[src/rtl/inst_queue_pkg.sv]
// Shared constants for the instruction queue between fetch and decode.
package inst_queue_pkg;

    localparam int IQ_ADDR_W = 4;
    localparam int DEPTH     = 1 << IQ_ADDR_W;
    localparam int INST_W    = 32;
    localparam int ADDR_W    = 32;
    localparam int ENTRY_W   = INST_W + ADDR_W;

    localparam logic IQ_EMPTY = 1'b1;
    localparam logic ENABLE   = 1'b1;

    localparam logic [IQ_ADDR_W:0]   CNT_DEPTH = (IQ_ADDR_W + 1)'(DEPTH);
    localparam logic [IQ_ADDR_W:0]   CNT_ONE   = (IQ_ADDR_W + 1)'(1);
    localparam logic [IQ_ADDR_W-1:0] PTR_ONE   = IQ_ADDR_W'(1);

    // Pointers wrap modulo DEPTH simply by overflowing their width.
    function automatic logic [IQ_ADDR_W-1:0] ptrInc(input logic [IQ_ADDR_W-1:0] p);
        return p + PTR_ONE;
    endfunction

endpackage

[src/rtl/inst_queue_if.sv]
// Fetch-side and decode-side handshake of the instruction queue, plus flush.
interface inst_queue_if;
    import inst_queue_pkg::*;

    logic              IF_valid;
    logic [INST_W-1:0] IF_inst;
    logic [ADDR_W-1:0] IF_pc;
    logic              IF_queue_is_full;
    logic              ID_enable;
    logic              ID_queue_is_empty;
    logic [INST_W-1:0] ID_inst;
    logic [ADDR_W-1:0] ID_pc;
    logic              ROB_clear;

    // Master drives fetch data, pop requests and flush.
    modport master (
        output IF_valid, IF_inst, IF_pc, ID_enable, ROB_clear,
        input  IF_queue_is_full, ID_queue_is_empty, ID_inst, ID_pc
    );

    // Slave is the queue itself.
    modport slave (
        input  IF_valid, IF_inst, IF_pc, ID_enable, ROB_clear,
        output IF_queue_is_full, ID_queue_is_empty, ID_inst, ID_pc
    );

endinterface

[src/rtl/inst_queue_storage.sv]
// Register array holding {inst, pc} entries: one synchronous write port,
// one asynchronous read port so the head is visible without a cycle of delay.
module iq_storage
    import inst_queue_pkg::*;
(
    input  logic                 clk,
    input  logic                 we_i,
    input  logic [IQ_ADDR_W-1:0] waddr_i,
    input  logic [ENTRY_W-1:0]   wdata_i,
    input  logic [IQ_ADDR_W-1:0] raddr_i,
    output logic [ENTRY_W-1:0]   rdata_o
);

    logic [ENTRY_W-1:0] mem_q [DEPTH];

    // Write the entry at the tail slot when the control logic commits a push.
    always_ff @(posedge clk) begin
        if (we_i) begin
            mem_q[waddr_i] <= wdata_i;
        end
    end

    assign rdata_o = mem_q[raddr_i];

endmodule

[src/rtl/inst_queue.sv]
// Circular FIFO between instruction fetch and decode. The head entry is shown
// combinationally to decode; a ROB clear empties the queue in one cycle.
module inst_queue
    import inst_queue_pkg::*;
(
    input  logic       clk,
    input  logic       rst,
    input  logic       rdy,
    inst_queue_if.slave iq
);

    logic [IQ_ADDR_W-1:0] head_q, head_d;
    logic [IQ_ADDR_W-1:0] tail_q, tail_d;
    logic [IQ_ADDR_W:0]   count_q, count_d;

    logic                 full;
    logic                 empty;
    logic                 push;
    logic                 pop;
    logic                 memWe;
    logic [ENTRY_W-1:0]   headEntry;

    // Full/empty come straight from the registered count, so fetch and decode
    // can react combinationally without creating a loop.
    assign full  = (count_q == CNT_DEPTH);
    assign empty = (count_q == '0);
    assign push  = iq.IF_valid && !full;
    assign pop   = iq.ID_enable && !empty;

    // The memory only takes a write when the push really commits this edge.
    assign memWe = !rst && rdy && !iq.ROB_clear && push;

    iq_storage u_storage (
        .clk     (clk),
        .we_i    (memWe),
        .waddr_i (tail_q),
        .wdata_i ({iq.IF_inst, iq.IF_pc}),
        .raddr_i (head_q),
        .rdata_o (headEntry)
    );

    // Next pointers and count: a flush overrides any push/pop this cycle.
    always_comb begin
        head_d  = head_q;
        tail_d  = tail_q;
        count_d = count_q;
        if (iq.ROB_clear) begin
            head_d  = '0;
            tail_d  = '0;
            count_d = '0;
        end else begin
            if (push) begin
                tail_d = ptrInc(tail_q);
            end
            if (pop) begin
                head_d = ptrInc(head_q);
            end
            case ({push, pop})
                2'b10:   count_d = count_q + CNT_ONE;
                2'b01:   count_d = count_q - CNT_ONE;
                default: count_d = count_q;
            endcase
        end
    end

    // Pointer/count registers: reset first, then a low rdy freezes everything.
    always_ff @(posedge clk) begin
        if (rst) begin
            head_q  <= '0;
            tail_q  <= '0;
            count_q <= '0;
        end else if (rdy) begin
            head_q  <= head_d;
            tail_q  <= tail_d;
            count_q <= count_d;
        end
    end

    assign iq.IF_queue_is_full  = full;
    assign iq.ID_queue_is_empty = empty ? IQ_EMPTY : ~IQ_EMPTY;
    assign iq.ID_inst           = empty ? '0 : headEntry[ENTRY_W-1:ADDR_W];
    assign iq.ID_pc             = empty ? '0 : headEntry[ADDR_W-1:0];

endmodule

[src/flat_wrapper.sv]
// flat-port wrapper written by rule: the top's interface ports become plain ports
module inst_queue_flat import inst_queue_pkg::*;
  (clk, rst, rdy, iq_IF_valid, iq_IF_inst, iq_IF_pc, iq_ID_enable, iq_ROB_clear, iq_IF_queue_is_full, iq_ID_queue_is_empty, iq_ID_inst, iq_ID_pc);
  inst_queue_if iq_i ();
  input  logic clk;
  input  logic rst;
  input  logic rdy;
  input wire logic [$bits(iq_i.IF_valid)-1:0] iq_IF_valid;
  input wire logic [$bits(iq_i.IF_inst)-1:0] iq_IF_inst;
  input wire logic [$bits(iq_i.IF_pc)-1:0] iq_IF_pc;
  input wire logic [$bits(iq_i.ID_enable)-1:0] iq_ID_enable;
  input wire logic [$bits(iq_i.ROB_clear)-1:0] iq_ROB_clear;
  output wire logic [$bits(iq_i.IF_queue_is_full)-1:0] iq_IF_queue_is_full;
  output wire logic [$bits(iq_i.ID_queue_is_empty)-1:0] iq_ID_queue_is_empty;
  output wire logic [$bits(iq_i.ID_inst)-1:0] iq_ID_inst;
  output wire logic [$bits(iq_i.ID_pc)-1:0] iq_ID_pc;
  assign iq_i.IF_valid = iq_IF_valid;
  assign iq_i.IF_inst = iq_IF_inst;
  assign iq_i.IF_pc = iq_IF_pc;
  assign iq_i.ID_enable = iq_ID_enable;
  assign iq_i.ROB_clear = iq_ROB_clear;
  assign iq_IF_queue_is_full = iq_i.IF_queue_is_full;
  assign iq_ID_queue_is_empty = iq_i.ID_queue_is_empty;
  assign iq_ID_inst = iq_i.ID_inst;
  assign iq_ID_pc = iq_i.ID_pc;
  inst_queue u_core (.clk(clk), .rst(rst), .rdy(rdy), .iq(iq_i));
endmodule
[config.mk]
export PLATFORM = sky130hd
export DESIGN_NAME = inst_queue_flat
export DESIGN_NICKNAME = d
export VERILOG_FILES = /design/src/rtl/inst_queue_pkg.sv /design/src/rtl/inst_queue_if.sv /design/src/rtl/inst_queue_storage.sv /design/src/rtl/inst_queue.sv /design/src/flat_wrapper.sv
export SDC_FILE = /design/constraint.sdc
export NUM_CORES = 1
export LEC_CHECK = 0
export CAP_MARGIN = 10
export CORE_ASPECT_RATIO = 0.6
export CORE_MARGIN = 5
export CORE_UTILIZATION = 60
export DETAILED_ROUTE_END_ITERATION = 7
export PLACE_DENSITY = 0.78
export SKIP_CTS_REPAIR_TIMING = 1
export SYNTH_ARGS = -nofsm -noshare
export SYNTH_HDL_FRONTEND = slang
export SYNTH_SLANG_ARGS = --single-unit
[constraint.sdc]
create_clock -name clk -period 11.2 [get_ports clk]
set_input_delay 2.8 -clock clk [delete_from_list [all_inputs] [get_ports clk]]
set_output_delay 2.8 -clock clk [all_outputs]
set_load 0.005 [all_outputs]
**Yosys cells after proc, flatten, opt, wreduce, memory -nomap -nowiden**

Memories as Yosys holds them, arrays and structs flattened. A register that Yosys moved wholly into a read port is not among the register bits.
Index checks and enable logic that the tools add are counted.

- Add/subtract/negate cells: 4
- Eq/ne operators: 3
- Multiplexer cells: 13
- Reductions and logical operators: 16

Operator list:

| kind | number |
|---|---|
| two-way mux 32 bit | 2 |
| two-way mux 4 bit | 6 |
| one-hot mux 5 bit (2 select lines) | 1 |
| adder 4 x 1 -> 4 bit (second input constant) | 2 |
| AND reduction 2 bit | 3 |
| adder 5 x 1 -> 5 bit (second input constant) | 1 |
| equality test 5 bit (second input constant) | 1 |
| logical AND 1 bit | 5 |
| zero test 5 bit | 1 |
| two-way mux 5 bit | 1 |
| subtractor 5 x 1 -> 5 bit (second input constant) | 1 |
| zero test 1 bit | 4 |
| nonzero test 2 bit | 2 |
| two-way mux 1 bit | 3 |
| nonzero test 3 bit | 1 |
| equality test 2 x 1 -> 1 bit (second input constant) | 1 |
| equality test 2 bit (second input constant) | 1 |

- Register bits: 13
- Memory bits (writable): 1024
- Input port bits: 70
- Output and inout port bits: 66
- Memories: 1

Memory list:

| name | depth | width | rd ports | clocked after Yosys merged registers in | write ports | line | text |
|---|---|---|---|---|---|---|---|
| u_core.u_storage.mem_q | 16 | 64 | 1 | 1 | 1 | inst_queue_storage.sv:14 | `logic [ENTRY_W-1:0] mem_q [DEPTH];` |

**Longest topological paths before layout**

- Word-level depth: 7
- Depth in mapped cells: 9
- Depth with buffers taken out: 8

**Hierarchy**

A second synthesis with hierarchy kept.

- Cell total of the unflattened synthesis: 1768
- Area total of the unflattened synthesis: 39630.5 µm²

Modules (own cells, without submodules):

| module | instances | cells an instance | area an instance (µm²) | seq. area each (µm²) |
|---|---|---|---|---|
| iq_storage | 1 | 1583 | 38300.5 | 30749.5 |
| inst_queue | 1 | 185 | 1330.0 | 260.2 |

**Worst setup path after synthesis**

Ideal clock, no wire load.

- Path type: input -> register
- Start: input iq_ROB_clear
- End: memory u_core.u_storage.mem_q[0][0] in the netlist's numbering (enable)
- Setup time: 0.565 ns
- Arrival: 8.042 ns
- Slack: 2.594 ns
- Cell stages on the path: 6
- Path through: clkbuf_1 -> inv_1 -> nand2_1 -> nor3_1 -> nand2_1 -> nor3_1

- Word-level cells in the longest chain between the ends: 5

Ends and longest elaborated chain:

| what | line | text |
|---|---|---|
| start: declaration | flat_wrapper.sv:12 | `input wire logic [$bits(iq_i.ROB_clear)-1:0] iq_ROB_clear;` |
| zero test 1 bit | inst_queue.sv:31 | `assign memWe = !rst && rdy && !iq.ROB_clear && push;` |
| logical AND 1 bit (2 in a row) | inst_queue.sv:31 |  |
| two-way mux 1 bit | inst_queue_storage.sv:18 | `if (we_i) begin` |
| two-way mux 1 bit (implied by the code) | inst_queue_storage.sv:19 | `mem_q[waddr_i] <= wdata_i;` |
| end: declaration | inst_queue_storage.sv:14 |  |

No other way between the ends.

==> flow_metrics.tcl <==
set metrics [dict create \
    grtUsageTotal_pct 25.00 \
    path_clk_slew_ps 70 \
    vias 18450 \
    ios 136 \
    syn_area_per_cell_um2 24.34 \
    criticalPathCategory "reg -> out" \
    start_kind "flop" \
    core_mm2 0.06595 \
    gr-total-overflow 0 \
    irDropWorstVdd_v 0.0001521 \
    syn_area_mm2 0.03978 \
    synthDistinctLibCells 42 \
    remaining_drc_errors 0 \
    power.leakage_nw 13.39 \
    finalSetupTns_ps 0 \
    clock_skew_ps 26.86 \
    via_per_inst 6.655 \
    fin_area_mm2 0.04497 \
    drt-total-wl_um 87910 \
    drt_iter0_markers 2251 \
    required_ps 8400 \
    clock.fmax_mhz 136.2 \
    chipHeight_um 209.4 \
    placed_area_mm2 0.04229 \
    internal_power_w 0.005893 \
    final_util_pct 68.20 \
    reg2reg_slack_ps 7080 \
    r2r_cells 6 \
    crit_fanout 47 \
    switching_share_pct 19.82 \
    grt_pass1_vias 19170 \
    outcome "complete, no violations" \
    rr_startpoint "u_core.count_q[1]" \
    synth_cells 1634 \
    yosysWarningCount 0 \
    synthToLayoutAreaGrowth_pct 13.06 \
    setup_ws_ps 3859 \
    cts_tree "yes" \
    combPwrFrac_pct 2.1 \
    postSynth.asyncResetShare_pct 0 \
    grt_pass1_wl_um 129400 \
    holdPathStages 2 \
    port_buffers 135 \
    htreeDepth 3 \
    cts-root-buf "clkbuf_16" \
    clockBufferDepth 3 \
    worstHoldStart "u_core.head_q[2]" \
    reg2reg_to "u_core.u_storage.mem_q[11][19]" \
    firstDrtPassIters 6 \
    critPathCaptureType "primary output" \
    place_ws_ps 4470 \
    dp_hpwl_um 42460 \
    initial_core_util_pct 60.32 \
    power.share.sequential_pct 58.3 \
    fin_total_pwr_w 0.007349 \
    rsz0062_at_grt "no" \
    detail_route.wl_per_cell_um 31.70 \
    ys_ff_latch 1041 \
    dieArea_mm2 0.07172 \
    clock-sinks 1041 \
    cts_buffers 87 \
    cap_violations 0 \
    gp_congestion 0.7670 \
    yosysSeqAreaShare_pct 78.16 \
    drive_above_1_share_pct 26.70 \
    setup_viol 0 \
    synth-edff-count 1024 \
    fin_crit_sh_pct 65.54 \
    relSlewSlack_pct 21.99 \
    die_x_um 342.4 \
    antenna-diode-count 0 \
    slew_violations 0 \
    fin_nets 1881 \
    power.density_mw_per_mm2 163.4 \
    syn_nets 1711 \
    grt_start_max_net_pins 101 \
    antenna_found_initial 4 \
    fin_crit_ps 7341 \
    hp-class "reg -> reg" \
    synth-main-ff-cell "edfxtp_1" \
    timing_hold_violations_final 0 \
    clkLatencyLatePin_ps 650 \
    p_switching_w 0.001456 \
    tightest_slew_ps 1170 \
    detail-route-antenna-nets 0 \
    clkPwrFrac_pct 39.7 \
    crit_arrival_ps 4540 \
    core.rowCount 73 \
]
## kinds of logic (layout without fill, tap and decap cells)
logic type	Yosys count	in the layout	synth area share, %
flops	1041	1041	78.16
mux	323	323	18.24
simple gates	127	127	1.736
buf+inv	93	332	0.9656
compound gates	41	41	0.6417
fa+ha+maj	7	7	0.2202
xor+xnor	2	2	0.04404
## worst max-delay path by stage
stage / slack (ps) / to / cells past startpoint / startpoint
global placement: 4430 / u_core.u_storage.mem_q[11][15] / 7 / iq_ROB_clear
detailed placement: 4470 / u_core.u_storage.mem_q[11][14] / 7 / iq_ROB_clear
global route: 3730 / iq_ID_pc[0] / 6 / flop
floorplan: 2590 / u_core.u_storage.mem_q[0][0] / 6 / iq_ROB_clear
CTS: 3880 / iq_ID_pc[0] / 6 / flop
finish: 3860 / iq_ID_pc[0] / 6 / flop
## synth_stat cells, drive strengths merged (2+ instances only)
master	number	share of area, %
clkbuf	53	0.50
inv	6	0.057
a31oi	3	0.047
a21o	4	0.075
and2	65	1.0
a22oi	2	0.038
nor2	27	0.25
nand2b	4	0.063
nand4	2	0.031
nor3	9	0.11
nand2	10	0.094
ha	7	0.22
a21oi	13	0.16
or4	2	0.038
buf	33	0.40
mux2i	2	0.082
o21ai	10	0.13
mux4	320	18
nand3	3	0.038
edfxtp	1024	77
dfxtp	17	0.86
xor2	2	0.044
## placed cells by master, fill, tap and decap left out, drive strengths merged, types with 2 or more instances in the layout
| cell type | n |
|---|---|
| clkinv | 42 |
| edfxtp | 1024 |
| mux4 | 320 |
| nand2 | 10 |
| clkbuf | 103 |
| nor2 | 27 |
| nand3 | 3 |
| a22oi | 2 |
| nand4 | 2 |
| a21oi | 13 |
| clkdlybuf4s50 | 135 |
| inv | 9 |
| nor3 | 9 |
| mux2i | 2 |
| ha | 7 |
| xor2 | 2 |
| clkinvlp | 6 |
| nand2b | 4 |
| and2 | 65 |
| a21o | 4 |
| bufinv | 5 |
| a31oi | 3 |
| or4 | 2 |
| dfxtp | 17 |
| o21ai | 10 |
| buf | 32 |
## critical path, stage by stage, from the launching register on
cell             delay (ps)
dfxtp_4                 740
buf_4                   700
buf_4                   710
mux4_2                  430
mux4_2                  460
and2_1                  170
clkdlybuf4s50_1         570
## flip-flops by register name, indices dropped and copies added (netlist names), named ones only
register / flops
u_core.count_q: 5
u_core.u_storage.mem_q: 1024
u_core.head_q: 4
u_core.tail_q: 4
## through the flow
| step | cells | hold WS [ps] |
|---|---|---|
| after floorplan | 1634 | 477.0 |
| after global placement | 2615 | 506.1 |
| after detailed placement | 2615 | 494.6 |
| after CTS | 2773 | 516.2 |
| after global routing | 2773 | 570.9 |
| final | 2773 | 520.1 |
## layout make-up
type,count,area [um^2]
Clock inverter,55,445.4
Timing Repair Buffer,167,1617
Multi-Input combinational cell,500,8418
Sequential cell,1041,31100
Tap cell,900,1126
Fill cell,3917,20970
Clock buffer,103,2237
Inverter,7,26.28
## routing by layer
layer | wire length, um | share of wire, % | global-route usage (%)
met1 | 34390 | 39 | 36.78
met2 | 43250 | 49 | 39.86
met3 | 8253 | 9.4 | 5.266
met4 | 1957 | 2.2 | 5.810
met5 | 54 | 0.061 | 0
## power groups by stage
stage,combinational [W],sequential [W],clock [W]
floorplan,0.0000466,0.00437,0
global placement,0.000143,0.00437,0
detailed placement,0.000150,0.00437,0
CTS,0.000151,0.00428,0.00296
global route,0.000162,0.00428,0.00314
finish,0.000151,0.00428,0.00292
(Power assumes the default switching activity.)
